## config.mk

```make
export PLATFORM = sky130hd
export DESIGN_NAME = ps2_host_tx
export DESIGN_NICKNAME = d
export VERILOG_FILES = /design/src/rtl/ps2_host_tx.sv
export SDC_FILE = /design/constraint.sdc
export NUM_CORES = 1
export LEC_CHECK = 0
export BUFFER_PORTS_ARGS = -buffer_cell sky130_fd_sc_hd__buf_2
export CORE_MARGIN = 3
export CORE_UTILIZATION = 60
export CTS_CLUSTER_SIZE = 28
export DETAILED_ROUTE_END_ITERATION = 7
export PLACE_DENSITY_LB_ADDON = 0.2
export SLEW_MARGIN = 30
export SYNTH_ARGS = -nofsm -noshare
export SYNTH_HDL_FRONTEND = slang
export SYNTH_SLANG_ARGS = --single-unit
```

## constraint.sdc

```tcl
create_clock -name clk -period 3.2 [get_ports clk]
set_clock_uncertainty 0.1 [all_clocks]
set_input_delay 0.32 -clock clk [delete_from_list [all_inputs] [get_ports clk]]
set_output_delay 0.32 -clock clk [all_outputs]
set_load 0.05 [all_outputs]
```

## src/rtl/ps2_host_tx.sv

```systemverilog
// ps2_host_tx: PS/2 host-to-device command transmitter driving open-drain pad enables.
// Optional device-response timeout is built when PS2_TX_TIMEOUT_EN is defined.
module ps2_host_tx #(
  parameter int CLK_KHZ         = 24000,
  parameter int INHIBIT_US      = 120,
  parameter int DEBOUNCE_CYCLES = 1000,
  parameter int TIMEOUT_MS      = 15
) (
  input  logic       clk,
  input  logic       reset,
  input  logic       kbd_clk,
  input  logic       kbd_data,
  output logic       kbd_clk_oe,
  output logic       kbd_data_oe,
  input  logic [7:0] tx_data,
  input  logic       tx_valid,
  output logic       tx_ready,
  output logic       tx_done,
  output logic       tx_error,
  output logic       rx_inhibit
);

  localparam int INH_CYCLES = CLK_KHZ * INHIBIT_US / 1000;
  localparam int INH_W      = $clog2(INH_CYCLES + 1);
  localparam logic [INH_W-1:0] INH_LAST  = INH_W'(INH_CYCLES - 1);
  localparam logic [INH_W-1:0] INH_START = INH_W'(INH_CYCLES - 2);
  localparam int DEB_W      = $clog2(DEBOUNCE_CYCLES + 1);
  localparam logic [DEB_W-1:0] DEB_LAST  = DEB_W'(DEBOUNCE_CYCLES - 1);

`ifdef PS2_TX_TIMEOUT_EN
  localparam int TO_CYCLES = CLK_KHZ * TIMEOUT_MS;
  localparam int TO_W      = $clog2(TO_CYCLES + 1);
  localparam logic [TO_W-1:0] TO_LAST = TO_W'(TO_CYCLES - 1);
  logic [TO_W-1:0] to_cnt_r;
`endif

  typedef enum logic [2:0] {
    S_IDLE      = 3'd0,
    S_INHIBIT   = 3'd1,
    S_RELEASE   = 3'd2,
    S_SHIFT     = 3'd3,
    S_ACK       = 3'd4,
    S_WAIT_IDLE = 3'd5
  } state_t;

  state_t           state_r;
  logic [1:0]       clk_sync_r;
  logic [1:0]       data_sync_r;
  logic             clk_deb_r;
  logic             clk_deb_prev_r;
  logic [DEB_W-1:0] deb_cnt_r;
  logic [9:0]       shreg_r;
  logic [3:0]       bitcnt_r;
  logic [INH_W-1:0] inh_cnt_r;
  logic             ack_ok_r;
  logic             clk_s;
  logic             data_s;
  logic             fall_s;

  function automatic logic odd_parity(input logic [7:0] d);
    return ~^d;
  endfunction

  assign clk_s  = clk_sync_r[1];
  assign data_s = data_sync_r[1];
  assign fall_s = clk_deb_prev_r & ~clk_deb_r;

  // Two-flop synchronisers for the raw pad inputs; idle bus level is high.
  always_ff @(posedge clk or posedge reset) begin
    if (reset) begin
      clk_sync_r  <= 2'b11;
      data_sync_r <= 2'b11;
    end else begin
      clk_sync_r  <= {clk_sync_r[0], kbd_clk};
      data_sync_r <= {data_sync_r[0], kbd_data};
    end
  end

  // Clock debounce: a new level is taken only after it persists for DEBOUNCE_CYCLES.
  always_ff @(posedge clk or posedge reset) begin
    if (reset) begin
      clk_deb_r      <= 1'b1;
      clk_deb_prev_r <= 1'b1;
      deb_cnt_r      <= '0;
    end else begin
      clk_deb_prev_r <= clk_deb_r;
      if (clk_s == clk_deb_r) begin
        deb_cnt_r <= '0;
      end else if (deb_cnt_r == DEB_LAST) begin
        clk_deb_r <= clk_s;
        deb_cnt_r <= '0;
      end else begin
        deb_cnt_r <= deb_cnt_r + DEB_W'(1);
      end
    end
  end

  // Transmit sequencer; every output is a register so the pads never glitch.
  always_ff @(posedge clk or posedge reset) begin
    if (reset) begin
      state_r     <= S_IDLE;
      kbd_clk_oe  <= 1'b0;
      kbd_data_oe <= 1'b0;
      tx_ready    <= 1'b1;
      tx_done     <= 1'b0;
      tx_error    <= 1'b0;
      rx_inhibit  <= 1'b0;
      shreg_r     <= 10'd0;
      bitcnt_r    <= 4'd0;
      inh_cnt_r   <= '0;
      ack_ok_r    <= 1'b0;
`ifdef PS2_TX_TIMEOUT_EN
      to_cnt_r    <= '0;
`endif
    end else begin
      tx_done  <= 1'b0;
      tx_error <= 1'b0;
      case (state_r)
        S_IDLE: begin
          kbd_clk_oe  <= 1'b0;
          kbd_data_oe <= 1'b0;
          tx_ready    <= 1'b1;
          rx_inhibit  <= 1'b0;
          if (tx_valid && tx_ready) begin
            shreg_r    <= {1'b1, odd_parity(tx_data), tx_data};
            bitcnt_r   <= 4'd0;
            inh_cnt_r  <= '0;
            kbd_clk_oe <= 1'b1;
            tx_ready   <= 1'b0;
            rx_inhibit <= 1'b1;
            state_r    <= S_INHIBIT;
          end
        end
        S_INHIBIT: begin
          inh_cnt_r <= inh_cnt_r + INH_W'(1);
          // Start bit goes onto the bus in the final inhibit cycle.
          if (inh_cnt_r == INH_START) begin
            kbd_data_oe <= 1'b1;
          end
          if (inh_cnt_r == INH_LAST) begin
            kbd_clk_oe <= 1'b0;
            state_r    <= S_RELEASE;
          end
        end
        S_RELEASE: begin
          kbd_clk_oe <= 1'b0;
          state_r    <= S_SHIFT;
        end
        S_SHIFT: begin
          if (fall_s) begin
            kbd_data_oe <= ~shreg_r[0];
            shreg_r     <= {1'b1, shreg_r[9:1]};
            bitcnt_r    <= bitcnt_r + 4'd1;
            if (bitcnt_r == 4'd9) begin
              state_r <= S_ACK;
            end
          end
        end
        S_ACK: begin
          kbd_data_oe <= 1'b0;
          if (fall_s) begin
            ack_ok_r <= ~data_s;
            state_r  <= S_WAIT_IDLE;
          end
        end
        S_WAIT_IDLE: begin
          kbd_data_oe <= 1'b0;
          if (clk_deb_r && data_s) begin
            tx_done    <= ack_ok_r;
            tx_error   <= ~ack_ok_r;
            tx_ready   <= 1'b1;
            rx_inhibit <= 1'b0;
            state_r    <= S_IDLE;
          end
        end
        default: begin
          kbd_clk_oe  <= 1'b0;
          kbd_data_oe <= 1'b0;
          tx_ready    <= 1'b1;
          rx_inhibit  <= 1'b0;
          state_r     <= S_IDLE;
        end
      endcase
`ifdef PS2_TX_TIMEOUT_EN
      // Device-silence watchdog, restarted by every accepted falling edge.
      if (state_r == S_RELEASE || state_r == S_SHIFT || state_r == S_ACK) begin
        if (fall_s) begin
          to_cnt_r <= '0;
        end else if (to_cnt_r == TO_LAST) begin
          to_cnt_r    <= '0;
          kbd_clk_oe  <= 1'b0;
          kbd_data_oe <= 1'b0;
          tx_error    <= 1'b1;
          tx_ready    <= 1'b1;
          rx_inhibit  <= 1'b0;
          state_r     <= S_IDLE;
        end else begin
          to_cnt_r <= to_cnt_r + TO_W'(1);
        end
      end else begin
        to_cnt_r <= '0;
      end
`endif
    end
  end

endmodule
```

Word level (Yosys, flattened, before mapping)
Cells that the tools add are included.
{"block": "classes", "n_addsub": 3, "n_eq_ne": 17, "muxes": 32, "n_bitwise": 9, "reduce_logical": 16}
{"cell": "$mux W10", "n": 4}
{"cell": "$eq A12 B12 Y1 const B", "n": 2}
{"cell": "$pmux W12 S2", "n": 1}
{"cell": "$pmux W10 S2", "n": 1}
{"cell": "$mux W3", "n": 6}
{"cell": "$pmux W3 S6", "n": 1}
{"cell": "$ne A2 B2 Y1 const B", "n": 7}
{"cell": "$add A12 B1 Y12 const B", "n": 1}
{"cell": "$mux W12", "n": 1}
{"cell": "$pmux W1 S3", "n": 4}
{"cell": "$mux W1", "n": 11}
{"cell": "$add A10 B1 Y10 const B", "n": 1}
{"cell": "$eq A10 B10 Y1 const B", "n": 1}
{"cell": "$reduce_and A2 Y1", "n": 5}
{"cell": "$mux W4", "n": 2}
{"cell": "$not A1 Y1", "n": 8}
{"cell": "$pmux W4 S2", "n": 1}
{"cell": "$reduce_xnor A8 Y1", "n": 1}
{"cell": "$eq A3 B2 Y1 const B", "n": 2}
{"cell": "$eq A3 B3 Y1 const B", "n": 2}
{"cell": "$reduce_and A3 Y1", "n": 2}
{"cell": "$reduce_and A6 Y1", "n": 1}
{"cell": "$add A4 B1 Y4 const B", "n": 1}
{"cell": "$eq A4 B4 Y1 const B", "n": 1}
{"cell": "8 further kinds", "n": 10}
{"block": "totals", "register_bits": 52, "input_bits": 13, "output_inout_bits": 6}

Longest topological paths before layout
{"block": "depth", "depth_word": 4, "depth_mapped": 6, "ltp_nobuf": 6}

Least setup slack after synthesis
No wires, ideal clock.
{"block": "synth_path", "path_type": "register to register", "startpoint": "reg tx_ready", "endpoint": "reg shreg_r[8]", "setup_time_ps": 87, "t_arrival_ps": 1621, "required_time_ps": 3013, "path_slack_ps": 1392, "stages_incl_launch_ff": 6, "path_buffers": 1, "synth_period_minus_slack_ps": 1808, "cell_sequence": "dfstp_2 -> nand4bb_1 -> o22ai_1 -> clkbuf_1 -> nand3_1 -> o211ai_1"}
{"block": "synth_via", "elab_chain_len": 3}
{"element": "start, declared", "line_no": "17", "text": "output logic tx_ready,"}
{"element": "start signal, assigned", "line_no": "104", "text": "tx_ready <= 1'b1;"}
{"element": "start signal, assigned", "line_no": "122", "text": "tx_ready <= 1'b1;"}
{"element": "start signal, assigned", "line_no": "129", "text": "tx_ready <= 1'b0;"}
{"element": "$logic_and A1 B1 Y1", "line_no": "124", "text": "if (tx_valid && tx_ready) begin"}
{"element": "$ne A2 B2 Y1 (no line)"}
{"element": "$reduce_and A3 Y1 (no line)"}
{"element": "end signal, assigned", "line_no": "125", "text": "shreg_r <= {1'b1, odd_parity(tx_data), tx_data};"}
{"element": "end signal, assigned", "line_no": "152", "text": "shreg_r <= {1'b1, shreg_r[9:1]};"}
{"element": "end, declared", "line_no": "52", "text": "logic [9:0] shreg_r;"}
No other way between the ends.
A chain may end at the register's enable or synchronous reset.

Worst setup path in the final report
{"block": "layout_path", "startpoint": "reg state_r[1]", "endpoint": "reg inh_cnt_r[11]"}
{"block": "layout_via", "elab_chain_len": 3}
{"element": "start, declared", "line_no": "46", "text": "state_t state_r;"}
{"element": "start signal, assigned", "line_no": "101", "text": "state_r <= S_IDLE;"}
{"element": "start signal, assigned", "line_no": "131", "text": "state_r <= S_INHIBIT;"}
{"element": "start signal, assigned", "line_no": "142", "text": "state_r <= S_RELEASE;"}
{"element": "$eq A3 B1 Y1 / $logic_not A3 Y1 (equally long branches)", "line_no": "118", "text": "case (state_r)"}
{"element": "$reduce_bool A2 Y1 (no line) / $ne A2 B2 Y1 (equally long branches)"}
{"element": "$reduce_and A2 Y1 (no line)"}
{"element": "end signal, assigned", "line_no": "135", "text": "inh_cnt_r <= inh_cnt_r + INH_W'(1);"}
{"element": "end, declared", "line_no": "54", "text": "logic [INH_W-1:0] inh_cnt_r;"}
Parallel ways exist; a longest one is shown, timed or not.

==> impl_summary.log <==
[metrics] library cell with the largest summed area after synthesis: dfrtp_1
[metrics] Highest Clock Rate: about 0.47 GHz
[metrics] reg-to-reg setup timing slack: about 1100 ps
[metrics] setup repair after global routing missed its margin: false
[metrics] Die Y-Extent: slightly above 70 um
[metrics] # H-tree levels: 2
[metrics] most common cell after layout, fill and taps aside: dfrtp_1
[metrics] Routed WL per cell: 14.2 um
[metrics] flip-flop and latch count after synthesis: 52
[metrics] number of clock sinks seen by CTS: 52
[metrics] clock-pin slew reported for the worst setup and hold paths after clock tree synthesis: about 90 ps
[metrics] sequential cell area fraction in the yosys report: a little over half
[metrics] Syn-to-layout area delta: 10.1%
[metrics] number of synthesized flops with an enable pin: 0
[metrics] outcome: complete, but fails checks
[metrics] net total in the final layout: roughly 300
[metrics] Max transition margin: ~57%
[metrics] data arrival time of the critical path: between 2000 and 2500 ps
[metrics] number of standard cells after synthesis: approximately 260
[metrics] area of the mapped netlist: 2500 sq um
[metrics] hold buffer count at cts: 0
[metrics] antenna cells: 0
[metrics] Register-to-Register Path Depth: 4
[metrics] number of distinct library cells after synthesis: about 40
[metrics] dominant synthesized flop cell: dfrtp_1
[metrics] routed vias: between 1,500 and 2,000
[metrics] post-route clock period utilization: roughly two thirds
[metrics] Worst EP required: 3300 ps
[metrics] HPWL reported at the end of detailed placement: about 3200 um
[metrics] buffer levels on the longest clock path: 2
[metrics] syn_nets: between 200 and 300
[metrics] post-layout total power: 0.00116 W
[metrics] type of the most critical hold path: input port to asynchronous set/reset pin
[metrics] violated checks: hold timing
[metrics] IO buf count: 18
[metrics] number of global-route vias before repair: around 1,800
[metrics] WS Path Type: flip-flop to flip-flop
[metrics] pin count of the biggest net entering global routing: between 50 and 60
[metrics] first drt pass iteration count: 4
[metrics] minimum hold slack: -10.0 ps
[metrics] crit path to: inh_cnt_r[11]$_DFFE_PP0P_
[metrics] Max-Cap Viols: 0
[metrics] CTS tree: yes
[metrics] synth warn: 0
[metrics] total DRC errors in the routed layout: 0
[metrics] number of setup buffers added after CTS: 0
[metrics] area after detailed placement: 2620 sq um
[metrics] horizontal die dimension: slightly above 70 um
[metrics] commonest cells after routing, fill and taps aside: dfrtp_1, nand2_1, nor2_1
[metrics] antenna violations before repair: 0
[metrics] placeable core area: between 3000 and 4000 sq um
[metrics] Lkg Pwr: 1.16 nW
[metrics] Setup crit end kind: flip-flop
[metrics] measured slew at the worst slew-check pin: 648 ps
[metrics] DRT Wirelength: 4610 um
[metrics] global-route wire length before repair: ~7900 um
[metrics] clock latency at the later pin of the worst-skew pair: around 300 ps
[metrics] Initial DRC Count: 98
[metrics] highest net fanout along the worst path: 16
[metrics] Synth area leaders: dfrtp_1, dfstp_2, nand2_1
[metrics] per-instance average area after synthesis: a little under 10 sq um
[metrics] I/O Pins: 19
[metrics] source of the worst register-to-register timing path: state_r[1]$_DFFE_PP0P_
[metrics] Critical Path Source: state_r[1]$_DFFE_PP0P_
[metrics] VDD IR-drop max: about 280 uV
[metrics] capture instance of the worst register-to-register path: inh_cnt_r[11]$_DFFE_PP0P_
[metrics] starting utilization of the core area: about two thirds
[metrics] async set or reset register ratio after synthesis: 100%
[metrics] grt ovf: 0
[metrics] master cell of the clock root buffer: clkbuf_8
[metrics] core utilization of the finished layout: a little under three quarters
[metrics] number of filler instances in the final layout: ~300
[metrics] TNS Setup: 0 ps
[metrics] global routing usage summed across all routing layers: between 15 and 20%
[metrics] element type at the critical path start: flip-flop
[metrics] Design Area, Final: 2750 sq um
[metrics] post-route minimum period: roughly 2100 ps
[metrics] standard-cell rows: 22
[metrics] Final Hold Violating Endpoints: 7
[metrics] final weighted congestion in routability-driven placement: between 0.8 and 0.9
[metrics] number of nets still failing antenna checks after routing: 0
[metrics] share of cells above drive strength 1: roughly 13%
[metrics] number of setup violations in the final report: 0
[metrics] max-slew violation count: 0
[metrics] die area: a little under 5000 sq um
[metrics] power per unit of standard cell area: roughly 420 nW/um^2
[metrics] post-synth top area share: 45.1%
[metrics] via/cell ratio: between 5 and 6
[metrics] number of cells upsized or downsized after cts: 0
[metrics] Num CTS Buffers: 5
## cell type report
type                    instances  area [sq um]  share of cell area [%]
multi-input cells             186          1120                    40.7
flip-flops and latches         52          1310                    47.6
repair buffers                 21           118                    4.28
inverters                       9          36.3                    1.32
well taps                      48          60.1                    2.18
clock inverters                 2          35.0                    1.27
clock buffers                   6          72.6                    2.64
## cell families (layout without fill, tap and decap cells)
family | Yosys count | after routing | share of synthesized area, %
DFF | 52 | 52 | 52.4
and+or+nand+nor | 113 | 113 | 22.0
muxes | 7 | 7 | 2.85
adders and majority gates | 5 | 5 | 2.50
buffers and inverters | 18 | 38 | 2.80
xor gates and xnor gates | 18 | 18 | 6.31
AOI/OAI and AO/OA | 43 | 43 | 11.1
## state kept, by name (all words and copies together), names as in the netlist, 2 cells and up
| register | count |
|---|---|
| data_sync_r | 2 |
| inh_cnt_r | 12 |
| bitcnt_r | 4 |
| state_r | 3 |
| shreg_r | 10 |
| clk_sync_r | 2 |
| deb_cnt_r | 10 |
## power breakdown
group          switching, W  internal (W)  total [W]
combinational     0.0000285     0.0000207  0.0000492
sequential       0.00000375      0.000664   0.000668
clock              0.000215      0.000232   0.000447
total              0.000247      0.000918    0.00116
## how the worst min path moves through the flow
stage / slack (ps) / to / from / depth (start not counted)
6_report: -10 / tx_done$_DFF_PP0_ / reset / 2
5_1_grt: 40 / tx_done$_DFF_PP0_ / reset / 2
4_1_cts: 1 / data_sync_r[0]$_DFF_PP1_ / kbd_data / 1
3_5_place_dp: 250 / data_sync_r[1]$_DFF_PP1_ / data_sync_r[0]$_DFF_PP1_ / 0
3_3_place_gp: 250 / data_sync_r[1]$_DFF_PP1_ / data_sync_r[0]$_DFF_PP1_ / 0
2_1_floorplan: 220 / clk_sync_r[0]$_DFF_PP1_ / kbd_clk / 0
## critical path, stage by stage, from the launching register on
cell and delay, ps:
dfrtp_1 530, or3b_1 660, nor4_4 430, nand3_1 150, mux2i_1 140
## stage by stage
stage                     hold WS [ps]  worst slack (ps)  instances
after floorplan                    224              1390        256
after global placement             246              1160        314
after detailed placement           251              1130        314
after CTS                         1.08              1110        322
after global routing              40.6               978        324
final                            -10.0              1090        324
## cell usage after synthesis, types with 2 or more instances
cell type / count
mux2i_1: 6
o41ai_1: 3
nor3_1: 8
o22ai_1: 3
nor2_1: 27
a21o_1: 2
o31ai_1: 3
nor2b_1: 3
ha_1: 5
buf_2: 2
clkbuf_1: 7
xnor2_1: 13
o21a_1: 2
o21ai_0: 12
and3_1: 3
nand3_1: 14
xor2_1: 5
nand2_1: 38
dfrtp_1: 45
nand4_1: 5
a21oi_1: 4
nand2b_1: 5
a31oi_1: 9
inv_1: 9
dfstp_2: 7
## layer usage
layer  up-vias  track usage [%]  wire length (um)
met2        44             31.1              2100
li1        931                -                 -
met5         -                0                 0
met4         0             6.26                72
met3         9             4.40               192
met1       887             27.8              2240
(Power assumes the default switching activity.)
